[src/rtl/pc_ctrl_pkg.sv]
// Shared types and constants for the PC redirect controller.
// Holds the redirect FSM encoding and the JALR target alignment mask.
package pc_ctrl_pkg;

    typedef enum logic [1:0] {
        RUN   = 2'd0,
        HOLD  = 2'd1,
        FLUSH = 2'd2
    } redir_state_t;

    localparam int          PC_W_DEFAULT    = 9;
    // JALR clears bit 0 of rs1+imm before it becomes the target.
    localparam logic [31:0] JALR_ALIGN_MASK = 32'hFFFF_FFFE;

endpackage

[src/rtl/pc_redirect_ctrl.sv]
// Next-PC selection and pipeline flush sequencing for JAL, JALR and taken branches.
// Parks a redirect that arrives under a fetch stall, then counts flush bubbles after it.
module pc_redirect_ctrl
    import pc_ctrl_pkg::*;
#(
    parameter int PC_W      = PC_W_DEFAULT,
    parameter int FLUSH_CYC = 2,
    parameter int CNT_W     = 16
) (
    input  logic             clk,
    input  logic             reset,
    input  logic             ex_valid,
    input  logic             ex_is_jal,
    input  logic             ex_is_jalr,
    input  logic             ex_br_taken,
    input  logic [PC_W-1:0]  ex_pc_target,
    input  logic [31:0]      ex_alu_result,
    input  logic [PC_W-1:0]  pc_plus4,
    input  logic             if_stall,
    output logic [PC_W-1:0]  pc_next,
    output logic             pc_we,
    output logic             flush_ifid,
    output logic             flush_idex,
    output logic             redirect_busy,
    output logic             misalign,
    output logic [CNT_W-1:0] redirect_cnt
);

    localparam int              FC_W       = (FLUSH_CYC > 1) ? $clog2(FLUSH_CYC) : 1;
    localparam logic [FC_W-1:0] FLUSH_INIT = FC_W'(FLUSH_CYC - 1);

    redir_state_t     state_reg, state_next;
    logic [PC_W-1:0]  tgt_q_reg, tgt_q_next;
    logic [FC_W-1:0]  flush_cnt_reg, flush_cnt_next;
    logic [CNT_W-1:0] redirect_cnt_reg;
    logic             cnt_inc;

    logic             req;
    logic [31:0]      alu_masked;
    logic [PC_W-1:0]  tgt;
    logic             unused_alu_hi;

    logic [PC_W-1:0]  pc_sel;
    logic             we_raw;
    logic             flush_ifid_raw;
    logic             flush_idex_raw;
    logic             misalign_raw;

    assign req           = ex_valid & (ex_is_jal | ex_is_jalr | ex_br_taken);
    assign alu_masked    = ex_alu_result & JALR_ALIGN_MASK;
    assign tgt           = ex_is_jalr ? alu_masked[PC_W-1:0] : ex_pc_target;
    // Upper ALU bits fall off: targets wrap modulo 2^PC_W.
    assign unused_alu_hi = ^alu_masked[31:PC_W];

    always_ff @(posedge clk or posedge reset) begin
        if (reset) begin
            state_reg        <= RUN;
            tgt_q_reg        <= '0;
            flush_cnt_reg    <= '0;
            redirect_cnt_reg <= '0;
        end else begin
            state_reg     <= state_next;
            tgt_q_reg     <= tgt_q_next;
            flush_cnt_reg <= flush_cnt_next;
            if (cnt_inc && (redirect_cnt_reg != {CNT_W{1'b1}})) begin
                redirect_cnt_reg <= redirect_cnt_reg + 1'b1;
            end
        end
    end

    always_comb begin
        state_next     = state_reg;
        tgt_q_next     = tgt_q_reg;
        flush_cnt_next = flush_cnt_reg;
        cnt_inc        = 1'b0;
        pc_sel         = pc_plus4;
        we_raw         = ~if_stall;
        flush_ifid_raw = 1'b0;
        flush_idex_raw = 1'b0;
        misalign_raw   = 1'b0;

        case (state_reg)
            RUN: begin
                if (req && tgt[1]) begin
                    misalign_raw = 1'b1;
                end else if (req && !if_stall) begin
                    pc_sel         = tgt;
                    we_raw         = 1'b1;
                    flush_ifid_raw = 1'b1;
                    flush_idex_raw = 1'b1;
                    cnt_inc        = 1'b1;
                    if (FLUSH_CYC > 1) begin
                        state_next     = FLUSH;
                        flush_cnt_next = FLUSH_INIT;
                    end
                end else if (req) begin
                    // Kill the wrong-path instruction in ID now; PC waits for the stall.
                    tgt_q_next     = tgt;
                    flush_idex_raw = 1'b1;
                    we_raw         = 1'b0;
                    state_next     = HOLD;
                end
            end

            HOLD: begin
                pc_sel = tgt_q_reg;
                we_raw = 1'b0;
                if (!if_stall) begin
                    we_raw         = 1'b1;
                    flush_ifid_raw = 1'b1;
                    cnt_inc        = 1'b1;
                    if (FLUSH_CYC > 1) begin
                        state_next     = FLUSH;
                        flush_cnt_next = FLUSH_INIT;
                    end else begin
                        state_next = RUN;
                    end
                end
            end

            FLUSH: begin
                flush_ifid_raw = 1'b1;
                if (!if_stall) begin
                    flush_cnt_next = flush_cnt_reg - 1'b1;
                    // The redirect cycle itself is the first of the FLUSH_CYC bubbles.
                    if (flush_cnt_reg == FC_W'(1)) begin
                        state_next = RUN;
                    end
                end
            end

            default: begin
                state_next     = RUN;
                flush_cnt_next = '0;
            end
        endcase
    end

    // Reset forces every output low, including the combinational ones.
    assign pc_next       = reset ? '0 : pc_sel;
    assign pc_we         = ~reset & we_raw;
    assign flush_ifid    = ~reset & flush_ifid_raw;
    assign flush_idex    = ~reset & flush_idex_raw;
    assign misalign      = ~reset & misalign_raw;
    assign redirect_busy = ~reset & (state_reg != RUN);
    assign redirect_cnt  = reset ? '0 : redirect_cnt_reg;

endmodule
[config.mk]
export PLATFORM = sky130hd
export DESIGN_NAME = pc_redirect_ctrl
export DESIGN_NICKNAME = d
export VERILOG_FILES = /design/src/rtl/pc_ctrl_pkg.sv /design/src/rtl/pc_redirect_ctrl.sv
export SDC_FILE = /design/constraint.sdc
export NUM_CORES = 1
export LEC_CHECK = 0
export ABC_AREA = 1
export ABC_CLOCK_PERIOD_IN_PS = 4700
export CORE_ASPECT_RATIO = 2
export CORE_MARGIN = 8
export CORE_UTILIZATION = 47
export CTS_CLUSTER_SIZE = 10
export DETAILED_ROUTE_END_ITERATION = 8
export GPL_ROUTABILITY_DRIVEN = 0
export PLACE_DENSITY = 0.87
export SYNTH_ARGS = -nofsm -noshare
export SYNTH_HDL_FRONTEND = slang
export SYNTH_SLANG_ARGS = --single-unit
[constraint.sdc]
create_clock -name clk -period 4.7 [get_ports clk]
set_input_delay 0.94 -clock clk [delete_from_list [all_inputs] [get_ports clk]]
set_output_delay 0.94 -clock clk [all_outputs]
set_load 0.01 [all_outputs]
==> implementation parameters <==
Parameter                              Value

Global routing
  Wire length of the first global-routing pass    10300 um
  Overall Global Routing Usage    17.4%
  Number of antenna violations at the first check in global routing    0
  Largest net degree at the start of global routing    23
  Number of global-route vias before repair    2302
  Overflow left after global routing    0

Critical path
  Critical Path Max Stage Delay    770 ps
  Setup crit end kind    primary output
  Peak fanout along the critical path    9
  Critical-path cell with the highest stage delay    sky130_fd_sc_hd__clkdlybuf4s50_1
  Arrival @ worst endpoint    3210 ps
  WP data required    3760 ps
  Critical Setup Path Class    in2out
  Critical Path, Cell by Cell    clkdlybuf4s50_1 -> inv_4 -> nand2_2 -> nand2_4 -> nor2_8 -> nand2_1 -> nand2_1 -> o21ai_0 -> nor2_1 -> clkdlybuf4s50_1
  Setup crit start kind    input pin

Clock network
  Master cell of the clock root buffer    sky130_fd_sc_hd__clkbuf_8
  Number of resized instances in the post-cts repair step    0
  Clock tree from TritonCTS    built
  CTS clock-pin slew for the worst setup and hold paths    90 ps
  Maximum root-to-sink buffer count    2
  Post-CTS Hold Buffers    0
  Insertion delay of the later-clocked pin in the worst-skew pair    280 ps
  Clk sink count    28
  Number of levels the H-tree was split into    1
  Buffer count from post-CTS setup fixing    0
  Number of buffers added by the clock tree synthesis step    3

Timing
  Relative slew slack    57.1%
  Hold violation total from the final report    0
  Final critical delay including setup and external delays    4150 ps
  Final setup violation count    0
  Final Max Slew Viols    0
  Post-route setup TNS    0 ps
  Post-layout worst setup margin    552 ps
  FMAX    0.241 GHz
  Clock skew    4.50 ps
  Unrepaired setup endpoints after global routing    false
  Share of the cycle needed by the critical path after routing    88.3%
  Slew at the pin with the worst max-slew slack    640 ps

Die
  Chip height    111 um
  Row Count    34
  Area of the placeable core    4340 um2
  Starting density of the core    48.4%
  I/O pin count    87
  Die area    6990 um2
  Width of the die    63.3 um

Detailed routing
  Drt drc    0
  Detailed-routing iteration count for the pre-antenna-repair pass    4
  Count of routing violations after the opening detailed-route iteration    121
  Vias per Instance    5.22
  Routed wire length    6070 um
  Remaining number of nets flagged by the antenna check after routing    0
  Number of vias after detailed routing    2256
  Routed wirelength normalized by instance count    14.1 um

Placement
  Buffers on Ports    62
  DP HPWL    4840 um
  Placed inst area    2750 um2
  Post-Place Setup Slack    541 ps
  Number of placed instances, taps included    428

Logic synthesis
  Post-synthesis mux area share    1.43%
  Instance count of the mapped netlist    317
  Synthesized-area fraction occupied by and/or/nand/nor cells    44.8%
  Parity-gate share of the synthesized area counting xor and xnor cells    2.92%
  Synth top area cells    sky130_fd_sc_hd__dfrtp_1 (33%), sky130_fd_sc_hd__nand2_1 (20%), sky130_fd_sc_hd__nor2_1 (9.1%), sky130_fd_sc_hd__nand3_1 (5.5%), sky130_fd_sc_hd__inv_1 (5.0%)
  Netlist area before placement    2100 um2
  Total nets after synthesis    375
  Fraction of post-synthesis cell area in the top cell type by area    33.4%
  Mean Syn Cell Area    6.62 um2
  Count of different cell masters after synthesis    31
  Warnings, synthesis    0
  Post-synthesis sequential area ratio    33.4%
  Number of synthesized register bits    28
  Synth area leader    sky130_fd_sc_hd__dfrtp_1
  Share of the synthesized area in compound gates (AO/OA/AOI/OAI)    8.16%
  Largest family of logic cells by synthesized area    simple AND/OR/NAND/NOR gates
  Synthesized-area fraction occupied by adder cells    0.596%

Layout
  Top library cells by usage in the layout, fill and taps aside    sky130_fd_sc_hd__nand2_1 (114), sky130_fd_sc_hd__clkdlybuf4s50_1 (62), sky130_fd_sc_hd__nor2_1 (51)
  Number of cells in the finished layout apart from fillers    432
  Number of flip-flops in the largest register    16
  Fillers    420
  Area of combinational cells with multiple inputs    1210 um2
  Core utilization of the finished layout    65.0%
  Register area    701 um2
  Number of nets in the finished design    437
  Layout overhead on the synthesized area    34.3%
  Proportion of layout cells with a drive suffix above 1    7.94%
  Post-route design area    2820 um2
  N_diodes    0
  Most common library cell in the layout ignoring fill and taps    sky130_fd_sc_hd__nand2_1

Power
  Cell leakage power    1.32 nW
  Power per standard cell area    332 nW/um2
  Max IR drop VDD    0.239 mV

Hold path
  HP Class    reg2reg

Outcome
  Run status    finished, final reports clean

Run
  Max-cap violations    0
## final timing paths
kind | start | endpoint | slack [ps] | cells past startpoint
worst max-delay path | ex_is_jalr | pc_next[6] | 550 | 10
worst max register to register | redirect_cnt_reg[0] | redirect_cnt_reg[12] | 2950 | 7
worst min register to register | tgt_q_reg[6] | tgt_q_reg[6] | 480 | 2
max in group asynchronous | reset | redirect_cnt_reg[5] | 3090 | 3
min in group asynchronous | reset | tgt_q_reg[3] | 1010 | 2
worst min-delay path | tgt_q_reg[6] | tgt_q_reg[6] | 480 | 2
## power by group
group,total [W],internal [W],switching [W]
Sequential,0.000347,0.000299,0.0000479
Combinational,0.000401,0.000174,0.000228
Clock,0.000189,0.000114,0.0000745
## synthesized netlist by cell type
cell type and n:
sky130_fd_sc_hd__nand3_4 2, sky130_fd_sc_hd__nor2_1 51, sky130_fd_sc_hd__nand3_2 1, sky130_fd_sc_hd__nor2_8 1, sky130_fd_sc_hd__nand2_1 114, sky130_fd_sc_hd__o21ai_0 9, sky130_fd_sc_hd__nand3_1 23, sky130_fd_sc_hd__mux2i_1 3
sky130_fd_sc_hd__nor2_2 2, sky130_fd_sc_hd__o221ai_1 2, sky130_fd_sc_hd__xor2_1 7, sky130_fd_sc_hd__nand2_4 4, sky130_fd_sc_hd__buf_4 1, sky130_fd_sc_hd__inv_4 1, sky130_fd_sc_hd__inv_2 4, sky130_fd_sc_hd__dfrtp_1 28
sky130_fd_sc_hd__nand4_1 4, sky130_fd_sc_hd__o221a_2 3, sky130_fd_sc_hd__o21bai_1 1, sky130_fd_sc_hd__buf_6 3, sky130_fd_sc_hd__o211ai_1 3, sky130_fd_sc_hd__nand2_2 4, sky130_fd_sc_hd__clkbuf_1 2, sky130_fd_sc_hd__a21oi_1 4
sky130_fd_sc_hd__inv_1 28, sky130_fd_sc_hd__nor2_4 2, sky130_fd_sc_hd__o21ai_1 5, sky130_fd_sc_hd__ha_1 1, sky130_fd_sc_hd__nor3_1 2, sky130_fd_sc_hd__buf_2 1, sky130_fd_sc_hd__clkinv_1 1
## worst max-delay path: cells and delay by family
| kind | cells | cell delay [ps] |
|---|---|---|
| buffers and inverters | 3 | 1440 |
| AO/OA/AOI/OAI | 1 | 100 |
| AND/OR/NAND/NOR | 6 | 710 |
## area by class of cell
class / count / area share, %
Inverter: 34 / 4.61
Sequential cell: 28 / 24.8
Multi-Input combinational cell: 248 / 43.1
Clock buffer: 3 / 1.46
Clock inverter: 1 / 1.06
Timing Repair Buffer: 64 / 22.5
Tap cell: 54 / 2.40
## metal layers
layer	vias up	share of wire, %	GRT usage [%]
li1	1127	-	-
met1	1037	36	16.3
met2	77	57	34.4
met3	15	5.5	3.04
met4	0	2.2	7.50
met5	-	0	0
## cells by family after synthesis
group,after synthesis
AO/OA/AOI/OAI,27
XOR/XNOR,7
adder cells (fa/ha/maj),1
buffers and inverters,41
flip-flops,28
multiplexers,3
AND/OR/NAND/NOR,210
## stage by stage
| stage | hold slack (ps) | power [W] |
|---|---|---|
| after CTS | 478 | 0.000946 |
| after global routing | 493 | 0.00101 |
| after floorplan | 437 | 0.000596 |
| final | 475 | 0.000937 |
| after detailed placement | 454 | 0.000757 |
| after global placement | 450 | 0.000743 |
Note: power is estimated with default switching activity, not from simulation.
